[config.mk]
export PLATFORM = sky130hd
export DESIGN_NAME = functional_unit
export DESIGN_NICKNAME = d
export VERILOG_FILES = /design/src/rtl/functional_unit.sv
export SDC_FILE = /design/constraint.sdc
export NUM_CORES = 1
export LEC_CHECK = 0
export CORE_UTILIZATION = 35
export DETAILED_ROUTE_END_ITERATION = 7
export PLACE_DENSITY = 0.66
export SKIP_CTS_REPAIR_TIMING = 1
export SLEW_MARGIN = 20
export SYNTH_ARGS = -nofsm -noshare
export SYNTH_HDL_FRONTEND = slang
export SYNTH_SLANG_ARGS = --single-unit
[constraint.sdc]
create_clock -name clk -period 1.54 [get_ports clk]
set_clock_uncertainty 0.15 [all_clocks]
set_input_delay 0.385 -clock clk [delete_from_list [all_inputs] [get_ports clk]]
set_output_delay 0.385 -clock clk [all_outputs]
set_load 0.01 [all_outputs]
[src/rtl/functional_unit.sv]
// functional_unit: single-cycle ALU / address generator with registered wakeup broadcasts
module functional_unit (
    input  logic        clk,
    input  logic        reset,
    input  logic        write_enable,
    input  logic [3:0]  ALUControl,
    input  logic        ALUSrc,
    input  logic        is_for_lsq,
    input  logic [31:0] imm,
    input  logic [31:0] rs1_value,
    input  logic [31:0] rs2_value,
    input  logic [5:0]  tag_to_output,
    input  logic [5:0]  rob_index,
    output logic        is_available,
    output logic        wakeup_active,
    output logic [5:0]  wakeup_rob_index,
    output logic [5:0]  wakeup_tag,
    output logic [31:0] wakeup_value,
    output logic        lsq_wakeup_active,
    output logic [5:0]  lsq_wakeup_rob_index,
    output logic [31:0] lsq_wakeup_value
);
    logic [31:0] b, alu, res;
    logic        reg_issue, lsq_issue;

    always_comb begin
        b = ALUSrc ? imm : rs2_value;
        alu = '0;
        case (ALUControl)
            4'b0000: alu = rs1_value & b;
            4'b0001: alu = rs1_value | b;
            4'b0010: alu = rs1_value + b;
            4'b0011: alu = rs1_value ^ b;
            4'b0110: alu = rs1_value - b;
            4'b0100: alu = rs1_value << b[4:0];
            4'b0101: alu = rs1_value >> b[4:0];
            4'b1000: alu = $signed(rs1_value) >>> b[4:0];
            4'b0111: alu = {31'b0, $signed(rs1_value) < $signed(b)};
            4'b1001: alu = {31'b0, rs1_value < b};
            4'b1010: alu = b;
            default: alu = '0;
        endcase
        // x0 never receives a nonzero value
        res = is_for_lsq ? rs1_value + b : (tag_to_output == '0 ? '0 : alu);
        reg_issue = write_enable && !is_for_lsq;
        lsq_issue = write_enable && is_for_lsq;
    end

    assign is_available = reset;

    always_ff @(posedge clk or negedge reset) begin
        if (!reset) begin
            wakeup_active        <= 1'b0;
            wakeup_rob_index     <= '0;
            wakeup_tag           <= '0;
            wakeup_value         <= '0;
            lsq_wakeup_active    <= 1'b0;
            lsq_wakeup_rob_index <= '0;
            lsq_wakeup_value     <= '0;
        end else begin
            wakeup_active        <= reg_issue;
            wakeup_rob_index     <= reg_issue ? rob_index : '0;
            wakeup_tag           <= reg_issue ? tag_to_output : '0;
            wakeup_value         <= reg_issue ? res : '0;
            lsq_wakeup_active    <= lsq_issue;
            lsq_wakeup_rob_index <= lsq_issue ? rob_index : '0;
            lsq_wakeup_value     <= lsq_issue ? res : '0;
        end
    end
endmodule

==> results of run 1 <==
==> per-layer routing <==
metal  track usage  vias to the layer above  wire [um]
met5             0                        -          0
met4        0.1712                        0       3595
met3       0.04981                      177       5585
met2        0.6196                      820      33740
met1        0.5252                     8193      31230
li1              -                     7596          -
==> area by class of cell <==
cell class / count / area share
clock buffers: 9 / 0.01005
clock inverters: 7 / 0.005469
inverters: 114 / 0.01976
multi-input cells: 1325 / 0.4859
flip-flops and latches: 84 / 0.09376
well taps: 455 / 0.02539
repair buffers: 918 / 0.3596
==> stage by stage <==
step / cell area (sq um) / setup TNS (ns)
after detailed placement: 19960 / -138.03
final: 22420 / -93.52
after global placement: 19960 / -135.35
after floorplan: 12660 / -105.26
after CTS: 20310 / -132.49
after global routing: 22420 / -97.04
==> kinds of logic (layout without fill, tap and decap cells) <==
| kind of cell | count (synthesis) | in the layout |
|---|---|---|
| AO/OA/AOI/OAI | 496 | 496 |
| AND/OR/NAND/NOR | 488 | 488 |
| multiplexers | 175 | 175 |
| flip-flops | 84 | 84 |
| adder cells (fa/ha/maj) | 111 | 111 |
| XOR/XNOR | 55 | 55 |
| buffers and inverters | 204 | 1048 |
==> power groups by stage <==
stage,logic (mW),clock network [mW],registers (mW)
after floorplan,3.62,0,2.48
after global placement,8.28,0,2.41
after detailed placement,8.33,0,2.42
after CTS,8.37,2.68,2.38
after global routing,10.2,2.80,2.38
final,9.80,2.71,2.37
==> cell usage after synthesis, drive strengths merged, types with 11 or more instances <==
library cell  instances
buf                  39
nand2b               17
ha                  109
a221oi               11
nor2                174
o31ai                20
a22oi                16
clkbuf               51
a211oi               26
a31oi                30
xnor2                52
nand2               147
mux2                 13
nor2b                20
o221ai               23
o21bai               13
and3                 16
o211ai               13
dfrtp                84
nor3                 27
nor4                 16
inv                 113
o22ai                48
mux2i               157
o21ai                80
and2                 19
nand3                27
a21oi               132
==> worst max-delay path, delay by kind of cell <==
kind / cells / cell delay [ns]
buffers and inverters: 3 / 0.29
and+or+nand+nor: 4 / 1.02
AOI/OAI and AO/OA: 5 / 1.16
adders and majority gates: 1 / 0.38
muxes: 1 / 0.36
==> flip-flops by register name, summed over array words and instances, names as in the netlist <==
register	count
lsq_wakeup_active	1
lsq_wakeup_rob_index	6
lsq_wakeup_value	32
wakeup_active	1
wakeup_rob_index	6
wakeup_tag	6
wakeup_value	32
==> path summary, 6_finish.rpt <==
kind	from	to	slack (ns)	cells past startpoint
max	ALUSrc	wakeup_value[30]	-1.92	14
max in group asynchronous	reset	wakeup_value[2]	0.58	3
min	reset	wakeup_value[16]	0.08	3
min in group clk	rob_index[0]	wakeup_rob_index[0]	0.47	2
==> results.yml, run 1 <==
route:
  drc: 0
  wl_mm: 74.15
  vias_per_cell: 5.764
  wl_per_cell_um: 25.46
  drt_pass1_iterations: 5
  vias: 16790
  drtAntennaViolNets: 0
  drt-initial-drc-count: 1538
run_status:
  violations: "setup timing"
  status: "finished, violations left"
timing:
  setup_ws_ns: -1.924
  tightest_slew_ns: 0.8150
  fin_crit_ns: 3.464
  grt_setup_unrepaired: "true"
  maxSlewViolCount: 0
  period_share: 2.250
  setup_viol: 63
  max_freq_ghz: 0.2886
  max-slew-margin-rel: 0.4534
  hold_viol: 0
  fin_hold_ws_ns: 0.07554
worst_setup_path:
  required_ns: 1.69
  cp.arrival_ns: 3.61
  path_max_fanout: 4
  path_cells: "buf_12 > buf_8 > mux2i_4 > inv_4 > fa_2 > nor2b_4 > o211ai_1 > nand3_2 > o21ai_2 > a21oi_4 > a2111oi_4 > nor2_1 > or4b_4 > a41oi_2"
  end_kind: "flop"
  slowest_stage: "or4b_4"
  critical_path_class: "primary input to flop"
  max_stage_delay_ns: 0.55
  cp-start-kind: "primary input"
grt:
  grt_pass1_wl_mm: 102.3
  grt_max_degree: 56
  grt_usage: 0.3893
  grt_pass1_vias: 15980
  grt_overflow: 0
  antenna_found_initial: 0
layout:
  fillers: 2976
  diodes: 0
  layout_commonest_cell: "buf_4"
  layout_common_cells: "655 x buf_4, 145 x nand2_1, 142 x nor2_1, 141 x mux2i_1, 101 x inv_1"
  fin_cells: 2912
  synthToLayoutAreaGrowth_pct: 82.09
  fin_util: 0.6490
  multiInputGateArea_sq_um: 10890
  regArea_sq_um: 2102
  finish.net_count: 2680
  drive_gt1_frac: 0.4090
power:
  sw_frac_of_total: 0.4141
  p_leak_nw: 11.86
  intPower_mw: 8.718
  power.switching_mw: 6.162
  total_power_mw: 14.88
  seq_power_share: 0.159
  p_clk_frac: 0.182
  p_comb_frac: 0.658
  power_density_nw_per_um2: 663.7
  worst_ir_drop_vdd_v: 0.0006684
synth:
  synth_top_family_by_area: "compound AO/OA/AOI/OAI gates"
  synth_seq_cells: 84
  async_reset_ff_frac: 1.000
  post-synth-top-area-fraction: 0.1707
  synth_seq_area_share: 0.1707
  synth-edff-count: 0
  yosysTopAreaCell: "dfrtp_1"
  netlist_area_sq_um: 12310
  synth_nets: 1841
  yosysWarnings: 0
  avgSynthCellArea_sq_um: 7.633
  synth_compound_area_frac: 0.2751
  yosys-top-cells-area: "dfrtp_1 17%, mux2i_1 13%, ha_1 11%"
  yosysUniqueCellTypes: 94
  synthCells: 1613
  synth_fa_ha_area_frac: 0.1140
  ys.flop_type: "dfrtp_1"
  synth_xor_area_frac: 0.03913
  yosys-mux-area-fraction: 0.1503
  synth-simple-area-share: 0.1809
floorplanning:
  die_area_sq_um: 35930
  floorplan.initialDensity: 0.3564
  die_y_um: 189.6
  die_x_um: 189.6
  num_io_pins: 202
  core_sq_um: 34540
  rows: 68
placement:
  hpwl_mm: 60.36
  dpl_worst_slack_ns: -2.688
  placed_cells: 2856
  io_buffers: 201
  gp_congestion: 1.054
job:
  max_cap_violations: 0
clock_network:
  cts_sinks: 84
  cts.path.max_buffers: 2
  ctsHtreeMaxLevel: 3
  root_buffer: "clkbuf_16"
  cts_made_buffers: 9
  cts_tree: "done"
  clk_pin_slew_ns: 0.08
worst_hold_path:
  hold_class: "primary input to async pin"
Note: power is estimated with default switching activity, not from simulation.
==> inputs of run 2 (changes only) <==
- CORE_MARGIN: unset -> 2
- REMOVE_ABC_BUFFERS: unset -> 1
- clock period: 1.54 -> 3.4 ns (I/O delays scaled with it)
==> results.yml, run 2 (synthesis results as in run 1) <==
route:
  vias: 16670
  wl_per_cell_um: 25.24
  drt-initial-drc-count: 1632
  drt_pass1_iterations: 6
  drtAntennaViolNets: 0
  drc: 0
  vias_per_cell: 5.810
  wl_mm: 72.40
clock_network:
  cts_tree: "done"
  cts_made_buffers: 9
  clk_pin_slew_ns: 0.08
  root_buffer: "clkbuf_16"
  ctsHtreeMaxLevel: 3
  cts.path.max_buffers: 2
  cts_sinks: 84
grt:
  grt_usage: 0.3804
  grt_pass1_vias: 15990
  antenna_found_initial: 1
  grt_pass1_wl_mm: 101.7
  grt_overflow: 0
  grt_max_degree: 57
worst_setup_path:
  cp.arrival_ns: 4.00
  critical_path_class: "primary input to flop"
  end_kind: "flop"
  slowest_stage: "clkdlybuf4s50_1"
  cp_num_buf_inv: 3
  crit_family: "compound AO/OA/AOI/OAI gates"
  required_ns: 3.57
  path_max_fanout: 4
  path_cells: "clkdlybuf4s50_1 > inv_1 > ha_4 > nor3b_2 > a2111oi_4 > o31ai_2 > buf_4 > a211o_4 > a311o_2 > a21oi_2 > xnor2_1 > nand2_1 > a31oi_1"
  max_stage_delay_ns: 0.61
  cp-start-kind: "primary input"
floorplanning:
  die_y_um: 191.6
  rows: 68
  num_io_pins: 202
  core_sq_um: 34630
  die_x_um: 191.6
  floorplan.initialDensity: 0.3555
  die_area_sq_um: 36690
timing:
  max_freq_ghz: 0.2608
  period_share: 1.128
  maxSlewViolCount: 0
  grt_setup_unrepaired: "true"
  fin_crit_ns: 3.834
  max-slew-margin-rel: 0.4955
  hold_viol: 0
  setup_viol: 42
  tightest_slew_ns: 0.7549
  fin_hold_ws_ns: 0.3837
  setup_ws_ns: -0.4337
  tns_ns: -10.71
power:
  intPower_mw: 3.653
  p_leak_nw: 10.14
  power.switching_mw: 2.725
  seq_power_share: 0.169
  sw_frac_of_total: 0.4273
  p_comb_frac: 0.665
  p_clk_frac: 0.167
  power_density_nw_per_um2: 297.1
  worst_ir_drop_vdd_v: 0.0002694
layout:
  reg.largest.list: "lsq_wakeup_value (32), wakeup_value (32)"
  drive_gt1_frac: 0.3763
  fin_cells: 2869
  finish.net_count: 2636
  synthToLayoutAreaGrowth_pct: 74.36
  layout_commonest_cell: "buf_4"
  layout_common_cells: "624 x buf_4, 182 x clkdlybuf4s50_1, 154 x nor2_1, 143 x nand2_1, 140 x mux2i_1"
placement:
  gp_congestion: 1.034
  dpl_worst_slack_ns: -1.354
  io_buffers: 201
  placed_cells: 2828
  hpwl_mm: 57.35
run_status:
  violations: "setup timing"
  status: "finished, violations left"
job:
  max_cap_violations: 0
worst_hold_path:
  hold_class: "primary input to async pin"
run 2: layout make-up:
| class | instances | area (sq um) |
|---|---|---|
| multi-input cells | 1325 | 10580 |
| repair buffers | 874 | 7483 |
| well taps | 455 | 569.3 |
| inverters | 114 | 435.4 |
| diodes | 1 | 2.502 |
| fillers | 3139 | 13160 |
| flip-flops and latches | 84 | 2102 |
| clock buffers | 9 | 225.2 |
| clock inverters | 7 | 65.06 |
run 2: worst max-delay path by stage:
| stage | start | end | slack, ns | cells after the start |
|---|---|---|---|---|
| after floorplan | ALUSrc | wakeup_value[30] | -4.32 | 12 |
| after global placement | rs2_value[0] | wakeup_value[24] | -1.28 | 16 |
| after detailed placement | ALUSrc | wakeup_value[20] | -1.35 | 17 |
| after CTS | ALUSrc | wakeup_value[20] | -0.96 | 17 |
| after global routing | ALUSrc | wakeup_value[31] | -0.54 | 16 |
| final | rs1_value[4] | wakeup_value[26] | -0.43 | 13 |
run 2: metrics by stage:
| step | utilization | instance area (sq um) | power, mW |
|---|---|---|---|
| 2_1_floorplan | - | 11890 | 2.652 |
| 3_3_place_gp | 0.5633 | 19510 | 4.711 |
| 3_5_place_dp | 0.5633 | 19510 | 4.722 |
| 4_1_cts | 0.5717 | 19800 | 5.816 |
| 5_1_grt | 0.6199 | 21460 | 6.649 |
| 6_report | 0.6199 | 21470 | 6.378 |
run 2: power by group through the flow:
stage          Clock, mW  Sequential, mW  Combinational (mW)
2_1_floorplan          0            1.12                1.53
5_1_grt             1.11            1.08                4.46
4_1_cts             1.09            1.08                3.65
6_report            1.06            1.08                4.24
3_3_place_gp           0            1.09                3.62
3_5_place_dp           0            1.09                3.63
run 2: metal layers:
metal  GRT usage  wire (um)  up-vias
li1            -          -     7521
met1      0.5175      31090     8133
met4      0.1814       3633        0
met3     0.07270       5923      168
met5     0.01099          0        -
met2      0.5746      31750      846
==> inputs of run 3 (changes only) <==
- CORE_UTILIZATION: 35 -> 56
- PLACE_DENSITY: 0.66 -> 0.93
==> results.yml, run 3 <==
run_status:
  status: "did not finish"
  stop_stage: "global routing (5_1_grt)"
  toolErrorMsg: "[ERROR GRT-0116] Global routing finished with congestion. Check the congestion regions in the DRC Viewer."
synth:
  netlist_area_sq_um: 12310
  yosys-top-cells-area: "dfrtp_1 17%, mux2i_1 13%, ha_1 11%"
  synth_common_cells: "173 x nor2_1, 154 x mux2i_1, 147 x nand2_1"
  async_reset_ff_frac: 1.000
  post-synth-top-area-fraction: 0.1707
  synth_seq_cells: 84
  synthCells: 1613
  synth_seq_area_share: 0.1707
  avgSynthCellArea_sq_um: 7.633
  yosysTopAreaCell: "dfrtp_1"
  yosys.cell_count.top_type: "nor2_1"
  ys.flop_type: "dfrtp_1"
  yosysUniqueCellTypes: 94
  yosysWarnings: 0
  synth-edff-count: 0
grt:
  grt_overflow: 24
  grt_usage: 0.7848
  grt_max_degree: 50
  grt_pass1_vias: 22810
  grt_pass1_wl_mm: 139.9
floorplanning:
  floorplan.initialDensity: 0.5677
  die_x_um: 152.3
  num_io_pins: 202
  die_y_um: 152.3
  rows: 54
placement:
  placed_cell_area_sq_um: 18830
  io_buffers: 201
  dpl_worst_slack_ns: -1.492
  gp_congestion: 1.273
  hpwl_mm: 55.09
clock_network:
  root_buffer: "clkbuf_16"
  cts.path.max_buffers: 2
  cts_sinks: 84
  cts_made_buffers: 9
  ctsHtreeMaxLevel: 3
==> run 3: kinds of logic after synthesis <==
kind of cell | after synthesis | synth area share
flip-flops | 84 | 0.1707
buffers and inverters | 204 | 0.06982
multiplexers | 175 | 0.1503
AND/OR/NAND/NOR | 488 | 0.1809
AO/OA/AOI/OAI | 496 | 0.2751
adder cells (fa/ha/maj) | 111 | 0.1140
XOR/XNOR | 55 | 0.03913
==> run 3: metal layers <==
metal | overflow | GRT usage
met4 | 11 | 0.7681
met2 | 13 | 0.9048
met5 | 0 | 0.4327
met3 | 0 | 0.6911
met1 | 0 | 0.7807
==> run 3: per-stage QoR <==
stage                       util  hold slack [ns]  cells
after floorplan                -           0.4044   1523
after global placement    0.8681           0.7920   2600
after detailed placement  0.8681           0.8079   2600
after CTS                 0.8810           0.4210   2616
==> inputs of run 4 (changes only) <==
- CORE_UTILIZATION: 56 -> 40
- PLACE_DENSITY: 0.93 -> unset
- PLACE_DENSITY_LB_ADDON: unset -> 0.15
==> results.yml, run 4 (synthesis results as in run 1) <==
power:
  p_leak_nw: 9.977
  total_power_mw: 6.263
  worst_ir_drop_vdd_v: 0.0003081
  power_density_nw_per_um2: 297.9
layout:
  fin_cells: 2811
  layout_common_cells: "646 x buf_4, 186 x clkdlybuf4s50_1, 157 x nor2_1, 142 x nand2_1, 136 x mux2i_1"
  fillers: 2581
  regArea_sq_um: 2102
  drive_gt1_frac: 0.3687
  fin_area_sq_um: 21020
  reg.largest.list: "lsq_wakeup_value (32), wakeup_value (32)"
  fin_util: 0.6909
  multiInputGateArea_sq_um: 10380
  layout_commonest_cell: "buf_4"
  synthToLayoutAreaGrowth_pct: 70.75
  finish.net_count: 2637
placement:
  dpl_worst_slack_ns: -1.358
  placed_cell_area_sq_um: 19360
  hpwl_mm: 53.11
  io_buffers: 201
  gp_congestion: 1.049
  placed_cells: 2768
clock_network:
  cts.path.max_buffers: 2
  clk_pin_slew_ns: 0.08
  ctsHtreeMaxLevel: 3
  cts_sinks: 84
  root_buffer: "clkbuf_16"
  cts_made_buffers: 9
  cts_tree: "done"
route:
  wl_per_cell_um: 23.85
  drtAntennaViolNets: 0
  vias_per_cell: 5.920
  drt-initial-drc-count: 1767
  vias: 16640
  wl_mm: 67.06
  drt_pass1_iterations: 6
  drc: 0
timing:
  grt_setup_unrepaired: "true"
  setup_ws_ns: -0.4756
  fin_hold_ws_ns: 0.4320
  fin_crit_ns: 3.876
  max-slew-margin-rel: 0.4543
  tns_ns: -12.59
  max_freq_ghz: 0.2580
  hold_viol: 0
  tightest_slew_ns: 0.8155
  setup_viol: 41
  maxSlewViolCount: 0
  period_share: 1.140
floorplanning:
  num_io_pins: 202
  floorplan.initialDensity: 0.4046
  die_y_um: 179.4
  core_sq_um: 30430
  rows: 64
  die_x_um: 179.4
  die_area_sq_um: 32200
grt:
  grt_pass1_wl_mm: 97.43
  grt_overflow: 0
  grt_max_degree: 51
  grt_pass1_vias: 16110
  antenna_found_initial: 1
  grt_usage: 0.3936
worst_setup_path:
  required_ns: 3.52
  end_kind: "flop"
  cp.arrival_ns: 3.99
  critical_path_class: "primary input to flop"
  cp-start-kind: "primary input"
  path_max_fanout: 6
job:
  max_cap_violations: 0
run_status:
  violations: "setup timing"
  status: "finished, violations left"
worst_hold_path:
  hold_class: "primary input to async pin"
## run 4: critical path, stage by stage
cell	delay [ns]
buf_12	0.09
buf_6	0.10
mux2i_4	0.38
ha_4	0.27
buf_6	0.12
a211o_4	0.36
a311oi_4	0.28
nand2_2	0.17
a221oi_4	0.41
a21oi_4	0.19
a21boi_2	0.20
buf_4	0.14
xnor2_2	0.12
o221ai_1	0.13
and2_1	0.16
## run 4: area by class of cell
cell class              count  area share
multi-input cells        1325      0.4936
repair buffers            875      0.3482
flip-flops and latches     84     0.09999
well taps                 396     0.02357
inverters                 114     0.02071
clock buffers               9     0.01071
clock inverters             7    0.003095
diodes                      1   0.0001190
## run 4: final timing paths
path	start	cells past startpoint	to
min in group clk	rs1_value[0]	3	lsq_wakeup_value[0]
max	ALUSrc	15	wakeup_value[23]
min	reset	2	lsq_wakeup_value[8]
max in group asynchronous	reset	3	wakeup_value[27]
## run 4: power breakdown
part | internal [mW] | switching, mW
combinational | 2.01 | 2.09
sequential | 1.06 | 0.0169
clock | 0.519 | 0.565
total | 3.59 | 2.67
## run 4: per-layer routing
metal	wire, um	global-route usage	up-vias
li1	-	-	7507
met1	28060	0.5294	7981
met2	29430	0.6031	950
met3	6350	0.08590	202
met4	3212	0.1795	0
met5	0	0	-
